==> config.mk <==
export PLATFORM = sky130hd
export DESIGN_NAME = irq_redirect_ctrl
export DESIGN_NICKNAME = d
export VERILOG_FILES = /design/src/rtl/irq_redirect_ctrl.sv
export SDC_FILE = /design/constraint.sdc
export NUM_CORES = 1
export LEC_CHECK = 0
export ABC_AREA = 1
export BUFFER_PORTS_ARGS = -buffer_cell sky130_fd_sc_hd__buf_2
export CELL_PAD_IN_SITES_DETAIL_PLACEMENT = 1
export CELL_PAD_IN_SITES_GLOBAL_PLACEMENT = 1
export CORE_ASPECT_RATIO = 1.75
export CORE_UTILIZATION = 36
export CTS_BUF_LIST = sky130_fd_sc_hd__clkbuf_4 sky130_fd_sc_hd__clkbuf_8
export DETAILED_ROUTE_END_ITERATION = 7
export PLACE_DENSITY_LB_ADDON = 0.1
export SLEW_MARGIN = 20
export SYNTH_ARGS = -nofsm -noshare
export SYNTH_HDL_FRONTEND = slang
export SYNTH_SLANG_ARGS = --single-unit
==> constraint.sdc <==
create_clock -name clk -period 3.7 [get_ports clk]
set_clock_uncertainty 0.2 [all_clocks]
set_input_delay 0.555 -clock clk [delete_from_list [all_inputs] [get_ports clk]]
set_output_delay 0.555 -clock clk [all_outputs]
set_load 0.01 [all_outputs]
==> src/rtl/irq_redirect_ctrl.sv <==
// Interrupt entry/return sequencer beside EX: synchronises and masks IRQ lines, drains the
// pipeline with NOP-hold cycles, saves EPC, then steers fetch to the handler or back to EPC.
module irq_redirect_ctrl #(
    parameter int          N_IRQ        = 4,
    parameter logic [31:0] HANDLER_BASE = 32'h0000_0800,
    parameter int          VEC_STRIDE   = 16,
    parameter int          DRAIN_CYCLES = 2
) (
    input  logic             clk,
    input  logic             rst_n,
    input  logic [N_IRQ-1:0] irq_in,
    input  logic             mask_we,
    input  logic [N_IRQ-1:0] mask_wdata,
    input  logic             ex_valid,
    input  logic [31:0]      pc_ex,
    input  logic             jp_pending,
    input  logic             eret,
    output logic             int_nop,
    output logic             pc_load,
    output logic             irq_ret,
    output logic [31:0]      pc_new,
    output logic [31:0]      epc,
    output logic [2:0]       cause,
    output logic             in_isr,
    output logic [N_IRQ-1:0] mask,
    output logic [2:0]       dbg_state
);

    typedef enum logic [2:0] {
        S_IDLE     = 3'd0,
        S_DRAIN    = 3'd1,
        S_REDIRECT = 3'd2,
        S_ISR      = 3'd3,
        S_RETURN   = 3'd4
    } state_t;

    state_t           state_q, state_d;
    logic [N_IRQ-1:0] irq_meta, irq_s, mask_q, pend;
    logic [31:0]      epc_q;
    logic [2:0]       cause_q, take_idx, drain_q;
    logic             take;

    always_ff @(posedge clk or negedge rst_n) begin
        if (!rst_n) begin
            irq_meta <= '0;
            irq_s    <= '0;
            mask_q   <= '0;
        end else begin
            irq_meta <= irq_in;
            irq_s    <= irq_meta;
            if (mask_we) mask_q <= mask_wdata;
        end
    end

    assign pend = irq_s & mask_q;

    // Fixed priority: the lowest pending index wins.
    always_comb begin
        take_idx = 3'd0;
        for (int i = N_IRQ - 1; i >= 0; i--) begin
            if (pend[i]) take_idx = 3'(i);
        end
    end

    // EX must hold a real instruction whose PC can be replayed; a resolving branch or an
    // ERET in EX defers the take until EX holds a plain instruction.
    assign take = (state_q == S_IDLE) && (|pend) && ex_valid && !jp_pending && !eret;

    always_ff @(posedge clk or negedge rst_n) begin
        if (!rst_n) begin
            state_q <= S_IDLE;
            epc_q   <= '0;
            cause_q <= '0;
            drain_q <= '0;
        end else begin
            state_q <= state_d;
            if (take) begin
                epc_q   <= pc_ex;
                cause_q <= take_idx;
                drain_q <= 3'(DRAIN_CYCLES);
            end else if (state_q == S_DRAIN) begin
                drain_q <= drain_q - 3'd1;
            end
        end
    end

    always_comb begin
        state_d = state_q;
        int_nop = 1'b0;
        pc_load = 1'b0;
        irq_ret = 1'b0;
        pc_new  = '0;
        in_isr  = 1'b0;
        case (state_q)
            S_IDLE: begin
                if (take) state_d = S_DRAIN;
            end
            S_DRAIN: begin
                int_nop = 1'b1;
                if (drain_q <= 3'd1) state_d = S_REDIRECT;
            end
            S_REDIRECT: begin
                pc_load = 1'b1;
                pc_new  = HANDLER_BASE + ({29'd0, cause_q} * 32'(VEC_STRIDE));
                state_d = S_ISR;
            end
            S_ISR: begin
                in_isr = 1'b1;
                if (eret && ex_valid) state_d = S_RETURN;
            end
            S_RETURN: begin
                irq_ret = 1'b1;
                pc_new  = epc_q;
                state_d = S_IDLE;
            end
            default: state_d = S_IDLE;
        endcase
    end

    assign epc       = epc_q;
    assign cause     = cause_q;
    assign mask      = mask_q;
    assign dbg_state = state_q;

endmodule
# Word level (Yosys, flattened, before mapping)
# Cells that the tools add are included.
dict set report classes {
  addsub 2
  multipliers 0
  div 0
  order_cmp 1
  n_eq_ne 7
  shifts 0
  muxes 15
  bitwise_logic 1
  reduce_logical 11
}
# op n
set op_table {}
lappend op_table {{$pmux 32 s2} 1}
lappend op_table {{$mux 3} 7}
lappend op_table {{$add 12x7->13 const A} 1}
lappend op_table {{$pmux 3 s4} 1}
lappend op_table {{$eq 3x2->1 const B} 2}
lappend op_table {{$logic_and 1x1->1} 5}
lappend op_table {{$and 4x4->4} 1}
lappend op_table {{$mux 1} 4}
lappend op_table {{$mux 2} 2}
lappend op_table {{$ne 2x2->1 const B} 2}
lappend op_table {{$reduce_or 4->1} 1}
lappend op_table {{$eq 3x1->1 const B} 1}
lappend op_table {{$eq 3x3->1 const B} 1}
lappend op_table {{$le 3x1->1 const B} 1}
lappend op_table {{$logic_not 3->1} 1}
lappend op_table {{$reduce_and 3->1} 1}
lappend op_table {{$sub 3x1->3 const B} 1}
lappend op_table {{$logic_not 1->1} 2}
lappend op_table {{$ne 2x1->1 const B} 1}
lappend op_table {{$reduce_bool 2->1} 1}
dict set report word_totals {
  regBits 53
  latch_bits 0
  ram_bits 0
  rom_bits 0
  output_inout_bits 78
  mem_count 0
}

# Longest topological paths before layout
dict set report depth {
  depth_word 8
  ltp_mapped 9
}

# Worst setup path before layout
# Ideal clock, no wire load.
dict set report synth_timing {
  kind {reg2out}
  from {reg state_q[0], in the netlist dbg_state[0]}
  to {out pc_new[18]}
  arrival_ns 1.356
  required_ns 2.945
  slack_ns 1.589
  stages_incl_launch_ff 6
  n_path_buf 2
  path_cell_list {dfrtp_1 > nor3_2 > inv_2 > buf_2 > buf_6 > nor2_1}
}
dict set report synth_via {
  elab_chain_cells 2
  word_cells_on_any_way 3
  classes_between {eq/ne (2); mux (1)}
}
# element line
set synth_lines {}
lappend synth_lines {{from (decl)} 37} ;# state_t state_q, state_d;
lappend synth_lines {{from (signal assigned)} 76} ;# state_q <= state_d;
lappend synth_lines {{$eq 3x3->1 / $eq 3x2->1 (equally long branches)} 94} ;# case (state_q)
lappend synth_lines {{$pmux 32 s2 (*)} 94}
lappend synth_lines {{to (decl)} 21} ;# output logic [31:0] pc_new,
# Mark *: on every way between the ends. The rest lies on a longest branch, timed or not.

# Worst setup path after layout
dict set report layout_timing {
  from {reg state_q[0], in the netlist dbg_state[0]}
  to {out pc_new[1]}
}
# The elaborated chain is that of the path after synthesis.

==> flow_summary.json <==
{
  "outcome": "complete, no violations",
  "min_period_over_period": 0.676,
  "clock_latency_ns": 0.31,
  "grt_pass1_vias": 2150,
  "combPwrFrac": 0.402,
  "post_synth.cell_area_avg_um2": 9.29,
  "p_clk_frac": 0.219,
  "die_width_um": 63.8,
  "cap_violations": 0,
  "rsz0062_at_grt": "false",
  "ys_types": 28,
  "cts_made_buffers": 5,
  "dp_hpwl_um": 4640,
  "r2r_start": "dbg_state[0]",
  "max_slew_margin": 0.450,
  "finalPower_mw": 2.44,
  "leakage_nw": 1.81,
  "seqPwrFrac": 0.379,
  "grt_pass1_wl_um": 10300,
  "synth_edf_count": 0,
  "syn-num-nets": 306,
  "antenna_found_initial": 0,
  "dpl_worst_slack_ns": 1.53,
  "peakVddDrop_mv": 0.372,
  "io_pins": 124,
  "grt_overflow": 0,
  "stdcell_count": 462,
  "synth_warnings": 0,
  "cts_tree": "built",
  "num_rows": 39,
  "nets": 426,
  "grt_use_met1": 0.216,
  "gp_congestion": 0.779,
  "synthToLayoutAreaGrowth_pct": 31.6,
  "place_inst": 454,
  "cts_resized": 0,
  "die_h_um": 110,
  "synth.area.top_cells": "dfrtp_1 54%, o21ai_2 9.1%, nand2_1 8.6%, inv_1 6.9%, nor2_1 5.3%",
  "worst_setup_path_start_kind": "register",
  "switchingPower_mw": 0.910,
  "netlist_instances": 259,
  "drt_iter0_markers": 33,
  "ant_nets": 0,
  "maxSlewViolCount": 0,
  "grt_util_all_layers": 0.192,
  "wl_um": 6110,
  "core_region_area_um2": 6490,
  "final-setup-viol-count": 0,
  "setup_tns_ns": 0,
  "root_buffer": "clkbuf_8",
  "async_reset_ff_frac": 1.00,
  "reg2reg_slack_ns": 1.80,
  "drive_gt1_frac": 0.455,
  "synth.top_cells.by_count": "55 x nand2_1, 52 x dfrtp_1, 44 x inv_1",
  "rr_worst_depth": 7,
  "avgRoutedWirePerCell_um": 13.2,
  "hold_violations": 0,
  "worst_pin_slew_ns": 0.825,
  "clockBufferDepth": 2,
  "max_freq_mhz": 400,
  "grt_max_degree": 65,
  "post-cts-setup-buffers": 0,
  "synth_most_common_cell": "nand2_1",
  "cp.arrival_ns": 1.75,
  "n_antenna_cell": 0,
  "remaining_drc_errors": 0,
  "syn-cell-area_um2": 2410,
  "synth_top_area_share": 0.541,
  "cp_num_buf_inv": 2,
  "hold_path.class": "in2async",
  "synth-seq-area-share": 0.541,
  "synth-seq-cells": 52,
  "fillerInstances": 824,
  "critical-path-top-delay-family": "simple AND/OR/NAND/NOR gates",
  "p_per_area_nw_per_um2": 771,
  "p_int_mw": 1.53,
  "slowest_stage": "dfrtp_1",
  "worst-setup-path-type": "reg2out",
  "initial_utilization": 0.371,
  "cts_max_level": 2,
  "clkSinkCount": 52,
  "clkSlewWorstSetupHoldPaths_ns": 0.09,
  "ctsHoldBuffers": 0,
  "grt-busiest-layer": "met2",
  "ys.flop_type": "dfrtp_1",
  "met3_usage": 0.0463,
  "route.vias.total": 2087,
  "grt_util_met2": 0.338,
  "period_needed_ns": 2.50,
  "portBuffers": 122,
  "synth_top_cell_by_area": "dfrtp_1",
  "switching_share": 0.373,
  "critPathMaxStageDelay_ns": 0.44,
  "via_per_inst": 4.52,
  "crit_required_ns": 2.94,
  "setup_ws_ns": 1.20,
  "r2r_end": "epc[2]",
  "die_area_um2": 7030,
  "cp_max_fo": 29,
  "cp-end-kind": "primary output",
  "cp_cell_sequence": "nor3_2 > inv_2 > nor2_1 > buf_2",
  "fin_hold_ws_ns": 0.128,
  "drt_first_pass_iters": 4
}
power groups by stage:
stage                     clock network (mW)  logic (mW)  registers [mW]
after floorplan                            0       0.511            1.03
after global placement                     0       0.977           0.930
after detailed placement                   0        1.00           0.935
after CTS                              0.555        1.01           0.928
after global routing                   0.570        1.12           0.961
final                                  0.535       0.980           0.924
area by class of cell:
| cell class | count | area, um^2 | share of cell area |
|---|---|---|---|
| inverters | 46 | 180 | 0.0569 |
| clock buffers | 5 | 68.8 | 0.0217 |
| clock inverters | 3 | 90.1 | 0.0285 |
| flip-flops and latches | 52 | 1300 | 0.411 |
| well taps | 82 | 103 | 0.0324 |
| multi-input cells | 151 | 805 | 0.254 |
| repair buffers | 123 | 618 | 0.195 |
routing by layer:
layer / vias up / share of wire
li1: 1018 / -
met1: 980 / 0.39
met2: 77 / 0.53
met3: 12 / 0.062
met4: 0 / 0.025
met5: - / 0
cells in the final DEF, fill, tap and decap left out, types with 2 or more instances in the layout:
cell and count:
clkbuf_8 5, mux2_2 4, inv_1 44, bufinv_16 3, nand3_1 6, nand2_1 55
o21ai_2 25, o21ai_0 7, o21ai_1 2, buf_2 122, nand2_2 7, a21oi_1 2
dfrtp_1 52, nor2_1 34
registers in the layout (all words and copies together) (netlist names):
register and cells:
epc 32, irq_meta 4, irq_s 4, mask 4
dbg_state 3, drain_q 3, cause 2
through the flow:
step                area (um^2)  utilization
floorplan                  2410            -
global placement           3010        0.463
detailed placement         3010        0.463
CTS                        3170        0.488
global route               3170        0.488
finish                     3170        0.488
cell families after synthesis:
logic type	count (synthesis)	share of synthesized area
AOI/OAI and AO/OA	37	0.117
xor gates and xnor gates	1	0.00364
adders and majority gates	1	0.00520
buffers and inverters	56	0.125
DFF	52	0.541
muxes	4	0.0187
other	1	0.00156
and+or+nand+nor	107	0.188
worst max-delay path by stage:
stage | from | to | slack (ns) | depth (start not counted)
6_report | dbg_state[0] | pc_new[1] | 1.20 | 4
5_1_grt | dbg_state[0] | pc_new[27] | 1.04 | 4
4_1_cts | dbg_state[0] | pc_new[1] | 1.15 | 4
3_5_place_dp | dbg_state[0] | pc_new[3] | 1.53 | 4
3_3_place_gp | dbg_state[0] | pc_new[3] | 1.56 | 4
2_1_floorplan | dbg_state[0] | pc_new[18] | 1.59 | 5
Note: power is estimated with default switching activity, not from simulation.
